--- config.mk ---
export PLATFORM = sky130hd
export DESIGN_NAME = spi_slave_rx
export DESIGN_NICKNAME = d
export VERILOG_FILES = /design/src/rtl/spi_pkg.sv /design/src/rtl/spi_sync_edge.sv /design/src/rtl/spi_slave_rx.sv
export SDC_FILE = /design/constraint.sdc
export NUM_CORES = 1
export LEC_CHECK = 0
export BUFFER_PORTS_ARGS = -buffer_cell sky130_fd_sc_hd__buf_2
export CAP_MARGIN = 40
export CELL_PAD_IN_SITES_DETAIL_PLACEMENT = 1
export CELL_PAD_IN_SITES_GLOBAL_PLACEMENT = 2
export CORE_MARGIN = 2
export CORE_UTILIZATION = 30
export CTS_CLUSTER_DIAMETER = 50
export DETAILED_ROUTE_END_ITERATION = 6
export GPL_ROUTABILITY_DRIVEN = 0
export HOLD_SLACK_MARGIN = 0.1
export PLACE_DENSITY_LB_ADDON = 0.1
export SYNTH_ARGS = -nofsm -noshare
export SYNTH_HDL_FRONTEND = slang
export SYNTH_HIERARCHICAL = 1
export SYNTH_SLANG_ARGS = --single-unit
--- constraint.sdc ---
create_clock -name clk -period 1.12 [get_ports clk]
set_input_delay 0.112 -clock clk [delete_from_list [all_inputs] [get_ports clk]]
set_output_delay 0.112 -clock clk [all_outputs]
set_load 0.03 [all_outputs]
--- src/rtl/spi_pkg.sv ---
// Shared SPI definitions: FSM state encoding, default word width and the
// bus idle/active levels that master and slave agree on.
package spi_pkg;

    localparam int DATA_W_DEF = 8;

    // Pin levels common to master and slave.
    localparam logic SCK_IDLE  = 1'b0;
    localparam logic CS_ACTIVE = 1'b1;

    typedef logic [0:0] state_t;

    localparam state_t ST_IDLE   = 1'b0;
    localparam state_t ST_ACTIVE = 1'b1;

endpackage

--- src/rtl/spi_sync_edge.sv ---
// Input conditioning for the SPI slave: identical synchroniser chains for
// sck, cs and mosi so the three stay aligned, followed by one output register
// that produces sck rise/fall pulses together with the matching cs/mosi.
module spi_sync_edge
    import spi_pkg::*;
#(
    parameter int SYNC_STAGES = 2
) (
    input  logic clk,
    input  logic rst,
    input  logic sck,
    input  logic cs,
    input  logic mosi,
    output logic sck_rise,
    output logic sck_fall,
    output logic s_cs,
    output logic s_mosi
);

    logic [SYNC_STAGES-1:0] sck_sync_q, sck_sync_d;
    logic [SYNC_STAGES-1:0] cs_sync_q, cs_sync_d;
    logic [SYNC_STAGES-1:0] mosi_sync_q, mosi_sync_d;
    logic sck_prev_q, sck_prev_d;
    logic sck_rise_q, sck_rise_d;
    logic sck_fall_q, sck_fall_d;
    logic s_cs_q, s_cs_d;
    logic s_mosi_q, s_mosi_d;

    // Shift the pins into the chains and detect sck edges on the last stage.
    always_comb begin
        sck_sync_d  = {sck_sync_q[SYNC_STAGES-2:0], sck};
        cs_sync_d   = {cs_sync_q[SYNC_STAGES-2:0], cs};
        mosi_sync_d = {mosi_sync_q[SYNC_STAGES-2:0], mosi};
        sck_prev_d  = sck_sync_q[SYNC_STAGES-1];
        sck_rise_d  = sck_sync_q[SYNC_STAGES-1] & ~sck_prev_q;
        sck_fall_d  = ~sck_sync_q[SYNC_STAGES-1] & sck_prev_q;
        s_cs_d      = cs_sync_q[SYNC_STAGES-1];
        s_mosi_d    = mosi_sync_q[SYNC_STAGES-1];
    end

    // Synchroniser and edge-detector registers.
    always_ff @(posedge clk) begin
        if (rst) begin
            sck_sync_q  <= {SYNC_STAGES{SCK_IDLE}};
            cs_sync_q   <= '0;
            mosi_sync_q <= '0;
            sck_prev_q  <= SCK_IDLE;
            sck_rise_q  <= 1'b0;
            sck_fall_q  <= 1'b0;
            s_cs_q      <= 1'b0;
            s_mosi_q    <= 1'b0;
        end else begin
            sck_sync_q  <= sck_sync_d;
            cs_sync_q   <= cs_sync_d;
            mosi_sync_q <= mosi_sync_d;
            sck_prev_q  <= sck_prev_d;
            sck_rise_q  <= sck_rise_d;
            sck_fall_q  <= sck_fall_d;
            s_cs_q      <= s_cs_d;
            s_mosi_q    <= s_mosi_d;
        end
    end

    assign sck_rise = sck_rise_q;
    assign sck_fall = sck_fall_q;
    assign s_cs     = s_cs_q;
    assign s_mosi   = s_mosi_q;

endmodule

--- src/rtl/spi_slave_rx.sv ---
// SPI slave receiver (mode 0, MSB first). Oversamples sck/cs/mosi on clk,
// reassembles DATA_W-bit words and offers them on a valid/ready handshake
// with overrun and frame-abort pulses.
// Build option SPI_SLAVE_MISO_EN adds tx_data/miso and a response shifter.
//
// state  | meaning
// IDLE   | cs inactive, waiting for a frame
// ACTIVE | cs active, shifting bits on sck rising edges
module spi_slave_rx
    import spi_pkg::*;
#(
    parameter int DATA_W      = DATA_W_DEF,
    parameter int SYNC_STAGES = 2
) (
    input  logic              clk,
    input  logic              rst,
    input  logic              sck,
    input  logic              cs,
    input  logic              mosi,
    input  logic              rx_ready,
`ifdef SPI_SLAVE_MISO_EN
    input  logic [DATA_W-1:0] tx_data,
    output logic              miso,
`endif
    output logic [DATA_W-1:0] rx_data,
    output logic              rx_valid,
    output logic              overrun,
    output logic              frame_err,
    output logic              busy
);

    localparam int CNT_W = $clog2(DATA_W);
    localparam logic [CNT_W-1:0] LAST_BIT = CNT_W'(DATA_W - 1);

    logic sck_rise, s_cs, s_mosi;
`ifdef SPI_SLAVE_MISO_EN
    logic sck_fall;
`else
    logic sck_fall_unused;
`endif

    spi_sync_edge #(
        .SYNC_STAGES(SYNC_STAGES)
    ) u_sync_edge (
        .clk     (clk),
        .rst     (rst),
        .sck     (sck),
        .cs      (cs),
        .mosi    (mosi),
        .sck_rise(sck_rise),
`ifdef SPI_SLAVE_MISO_EN
        .sck_fall(sck_fall),
`else
        .sck_fall(sck_fall_unused),
`endif
        .s_cs    (s_cs),
        .s_mosi  (s_mosi)
    );

    state_t            state_q, state_d;
    logic [CNT_W-1:0]  bit_cnt_q, bit_cnt_d;
    logic [DATA_W-1:0] shreg_q, shreg_d;
    logic [DATA_W-1:0] rx_data_q, rx_data_d;
    logic              rx_valid_q, rx_valid_d;
    logic              overrun_q, overrun_d;
    logic              frame_err_q, frame_err_d;
    logic              busy_q, busy_d;
    logic [DATA_W-1:0] word_next;
    logic              word_done;

    // Frame FSM, bit shifter and output handshake. A cs exit outranks a
    // simultaneous sck rise, so that last bit is dropped.
    always_comb begin
        state_d     = state_q;
        bit_cnt_d   = bit_cnt_q;
        shreg_d     = shreg_q;
        rx_data_d   = rx_data_q;
        rx_valid_d  = rx_valid_q;
        overrun_d   = 1'b0;
        frame_err_d = 1'b0;
        busy_d      = s_cs;
        word_done   = 1'b0;
        word_next   = {shreg_q[DATA_W-2:0], s_mosi};

        if (rx_valid_q && rx_ready) begin
            rx_valid_d = 1'b0;
        end

        case (state_q)
            ST_IDLE: begin
                if (s_cs == CS_ACTIVE) begin
                    state_d   = ST_ACTIVE;
                    bit_cnt_d = '0;
                    shreg_d   = '0;
                end
            end
            ST_ACTIVE: begin
                if (s_cs != CS_ACTIVE) begin
                    state_d     = ST_IDLE;
                    bit_cnt_d   = '0;
                    frame_err_d = (bit_cnt_q != '0);
                end else if (sck_rise) begin
                    shreg_d = word_next;
                    if (bit_cnt_q == LAST_BIT) begin
                        bit_cnt_d = '0;
                        word_done = 1'b1;
                    end else begin
                        bit_cnt_d = bit_cnt_q + CNT_W'(1);
                    end
                end
            end
            default: state_d = ST_IDLE;
        endcase

        // A fresh word overrides a same-cycle acceptance; it only counts as
        // an overrun when the previous word was still pending and not taken.
        if (word_done) begin
            rx_data_d  = word_next;
            rx_valid_d = 1'b1;
            overrun_d  = rx_valid_q & ~rx_ready;
        end
    end

    // Receiver state registers.
    always_ff @(posedge clk) begin
        if (rst) begin
            state_q     <= ST_IDLE;
            bit_cnt_q   <= '0;
            shreg_q     <= '0;
            rx_data_q   <= '0;
            rx_valid_q  <= 1'b0;
            overrun_q   <= 1'b0;
            frame_err_q <= 1'b0;
            busy_q      <= 1'b0;
        end else begin
            state_q     <= state_d;
            bit_cnt_q   <= bit_cnt_d;
            shreg_q     <= shreg_d;
            rx_data_q   <= rx_data_d;
            rx_valid_q  <= rx_valid_d;
            overrun_q   <= overrun_d;
            frame_err_q <= frame_err_d;
            busy_q      <= busy_d;
        end
    end

    assign rx_data   = rx_data_q;
    assign rx_valid  = rx_valid_q;
    assign overrun   = overrun_q;
    assign frame_err = frame_err_q;
    assign busy      = busy_q;

`ifdef SPI_SLAVE_MISO_EN
    logic [DATA_W-1:0] tx_shreg_q, tx_shreg_d;

    // Response shifter: load at frame start, shift on sck falls. The first
    // fall after a completed word (bit_cnt back at 0) reloads instead, so the
    // next word's MSB is on miso before the master's next rising edge.
    always_comb begin
        tx_shreg_d = tx_shreg_q;
        if (state_q == ST_IDLE) begin
            if (s_cs == CS_ACTIVE) begin
                tx_shreg_d = tx_data;
            end
        end else if ((s_cs == CS_ACTIVE) && sck_fall) begin
            if (bit_cnt_q == '0) begin
                tx_shreg_d = tx_data;
            end else begin
                tx_shreg_d = {tx_shreg_q[DATA_W-2:0], 1'b0};
            end
        end
    end

    // Response shift register.
    always_ff @(posedge clk) begin
        if (rst) begin
            tx_shreg_q <= '0;
        end else begin
            tx_shreg_q <= tx_shreg_d;
        end
    end

    assign miso = (state_q == ST_ACTIVE) ? tx_shreg_q[DATA_W-1] : 1'b0;
`endif

endmodule

==> impl_metrics.csv <==
group,metric,value,unit
layout,layout-drive-gt1-share,36.0,%
logic_synthesis,synth_area,1130,um^2
layout,syn_to_final_growth,37.4,%
power,power,2300,uW
floorplanning,core_area,3630,um^2
sta,slew_viol_final,0,
clock_tree,numCtsBuffers,5,
detailed_routing,vias_per_cell,4.55,
clock_tree,clock_latency,0.28,ns
detailed_routing,wl,2510,um
detailed_routing,drc,0,
status,violations,"setup timing",
worst_setup_path,cp_slowest_cell,"dfxtp_2",
detailed_routing,ant_nets,0,
global_routing,grt_pass1_wl,4060,um
worst_setup_path,cp-startpoint,"bit_cnt_q[0]",
worst_setup_path,crit_family,"flip-flops",
floorplanning,num_rows,22,
sta,worst-slew-pin-transition,0.627,ns
power,vdd_ir_drop_max,0.000746,V
clock_tree,cts.htree.levels,2,
global_routing,gr-total-overflow,0,
sta,rsz0062_at_grt,"true",
worst_setup_path,path_cells,"ha_4 -> ha_4 -> nand4_4 -> clkbuf_16 -> nand2_4 -> a21oi_1",
worst_setup_path,cp_data_required_time,1.26,ns
layout,fillers,442,
layout,post-route-util,42.8,%
hold_path,hold_path_class,"in -> reg",
layout,fin_nets,158,
logic_synthesis,yosys_warnings,6,
worst_setup_path,path_buf_inv,1,
sta,finalHoldViolations,0,
global_routing,antenna_found_initial,0,
worst_setup_path,crit_arrival,1.33,ns
global_routing,grt.total_usage,12.8,%
clock_tree,root_buffer,"clkbuf_8",
detailed_routing,routedWlPerCell,12.7,um
clock_tree,cts_setup_buffers,0,
placed_design,dp_hpwl,1550,um
sta,setup_viol,11,
floorplanning,initial_core_util,31.1,%
worst_setup_path,crit_type,"reg -> reg",
sta,setup_ws,-0.0745,ns
sta,fmax,837,MHz
status,outcome,"complete, but fails checks",
clock_tree,clock-sinks,32,
worst_setup_path,cp-end-kind,"register",
worst_setup_path,worstReg2RegStart,"bit_cnt_q[0]",
sta,slew_headroom,58.2,%
sta,hold_slack,0.320,ns
power,pwr_density_cell,1480,nW/um^2
hold_path,min-delay-start,"rst",
floorplanning,die_area,4280,um^2
floorplanning,die_w,65.4,um
clock_tree,cts_tree,"yes",
clock_tree,path_clk_slew,0.07,ns
detailed_routing,via_count,900,
clock_tree,clockBufferDepth,2,
layout,multi_input_area,519,um^2
worst_setup_path,cpMostUsedCell,"ha_4",
power,leakagePower,0.000612,uW
placed_design,io_buffers,17,
flow_run,cap_violations,0,
sta,fin_skew,0.00521,ns
sta,fin_crit_sh,107,%
global_routing,grt_pass1_vias,877,
logic_synthesis,syn_inst,120,
layout,register_area,652,um^2
logic_synthesis,synth.avg_cell_area,9.43,um^2
layout,n_antenna_cell,0,
worst_setup_path,critPathLaunchType,"register",
floorplanning,io_pins,18,
worst_setup_path,critPathMaxStageDelay,0.35,ns
logic_synthesis,syn_nets,129,
sta,period_minus_slack,1.19,ns
detailed_routing,dr.pass1.iters,3,
worst_setup_path,crit_fanout,5,
global_routing,grt_start_max_net_pins,33,
detailed_routing,drtIter0Drc,19,
floorplanning,die_h,65.4,um
[metrics by stage]
stage | area, um^2 | instances | setup TNS [ns] | worst slack [ns]
6_report | 1550 | 198 | -0.609 | -0.0745
5_1_grt | 1550 | 198 | -1.30 | -0.140
4_1_cts | 1470 | 197 | -0.672 | -0.0785
3_5_place_dp | 1320 | 186 | -1.04 | -0.155
3_3_place_gp | 1320 | 186 | -0.813 | -0.118
2_1_floorplan | 1160 | 120 | -0.126 | -0.0169
[routing by layer]
layer / share of wire (%) / track usage (%) / vias to the layer above
met3: 3.7 / 5.14 / 5
met1: 44 / 14.6 / 427
met5: 0 / 0 / -
li1: - / - / 454
met2: 51 / 21.2 / 14
met4: 1.6 / 5.47 / 0
[flip-flops by register name, summed over array words and instances, names as in the netlist]
name / cells
frame_err: 1
u_sync_edge/s_mosi: 1
u_sync_edge/sck_prev_q: 1
rx_data: 8
u_sync_edge/s_cs: 1
u_sync_edge/mosi_sync_q: 2
shreg_q: 7
u_sync_edge/sck_sync_q: 2
busy: 1
u_sync_edge/sck_rise: 1
u_sync_edge/cs_sync_q: 2
overrun: 1
rx_valid: 1
bit_cnt_q: 3
[cell usage in the layout, fill, tap and decap left out, drive strengths merged]
| master | instances |
|---|---|
| and3b | 1 |
| ha | 3 |
| nor3b | 1 |
| bufinv | 1 |
| nand4 | 1 |
| nor2 | 3 |
| and3 | 1 |
| dfxtp | 32 |
| inv | 3 |
| clkbuf | 6 |
| nor4b | 1 |
| nand2 | 26 |
| nand2b | 1 |
| nor3 | 1 |
| and2b | 1 |
| and4 | 1 |
| clkinv | 1 |
| buf | 22 |
| nor2b | 10 |
| o21ai | 10 |
| clkinvlp | 1 |
| a21oi | 19 |
| dlygate4sd3 | 4 |
[power breakdown]
| group | switching (uW) | internal (uW) | leakage, uW |
|---|---|---|---|
| clock network | 427 | 658 | 0.0000541 |
| logic | 31.0 | 26.7 | 0.000295 |
| registers | 7.82 | 1150 | 0.000262 |
[area by class of cell]
class / count / share of cell area, %
clock buffer: 5 / 4.43
multi-input combinational: 80 / 33.4
tap: 48 / 3.86
inverter: 3 / 0.725
clock inverter: 3 / 2.74
timing repair buffer: 27 / 12.9
sequential: 32 / 41.9
[what timing repair did]
item | 4_1_cts | 5_1_grt
gates resized for setup | 4 | 22
endpoints found under the setup margin | 10 | 21
gates cloned | 0 | 1
hold buffers | 4 | 0
pin swaps | 0 | 7
endpoints found under the hold margin | 4 | 0
[path summary, 6_finish.rpt]
path | slack, ns | end | cells after the start
setup / recovery | -0.07 | rx_data[2] | 6
setup reg to reg | -0.07 | rx_data[2] | 6
hold / removal | 0.32 | busy | 2
hold reg to reg | 0.40 | u_sync_edge/sck_rise | 1
No activity file was read; power rests on OpenSTA's default activity.
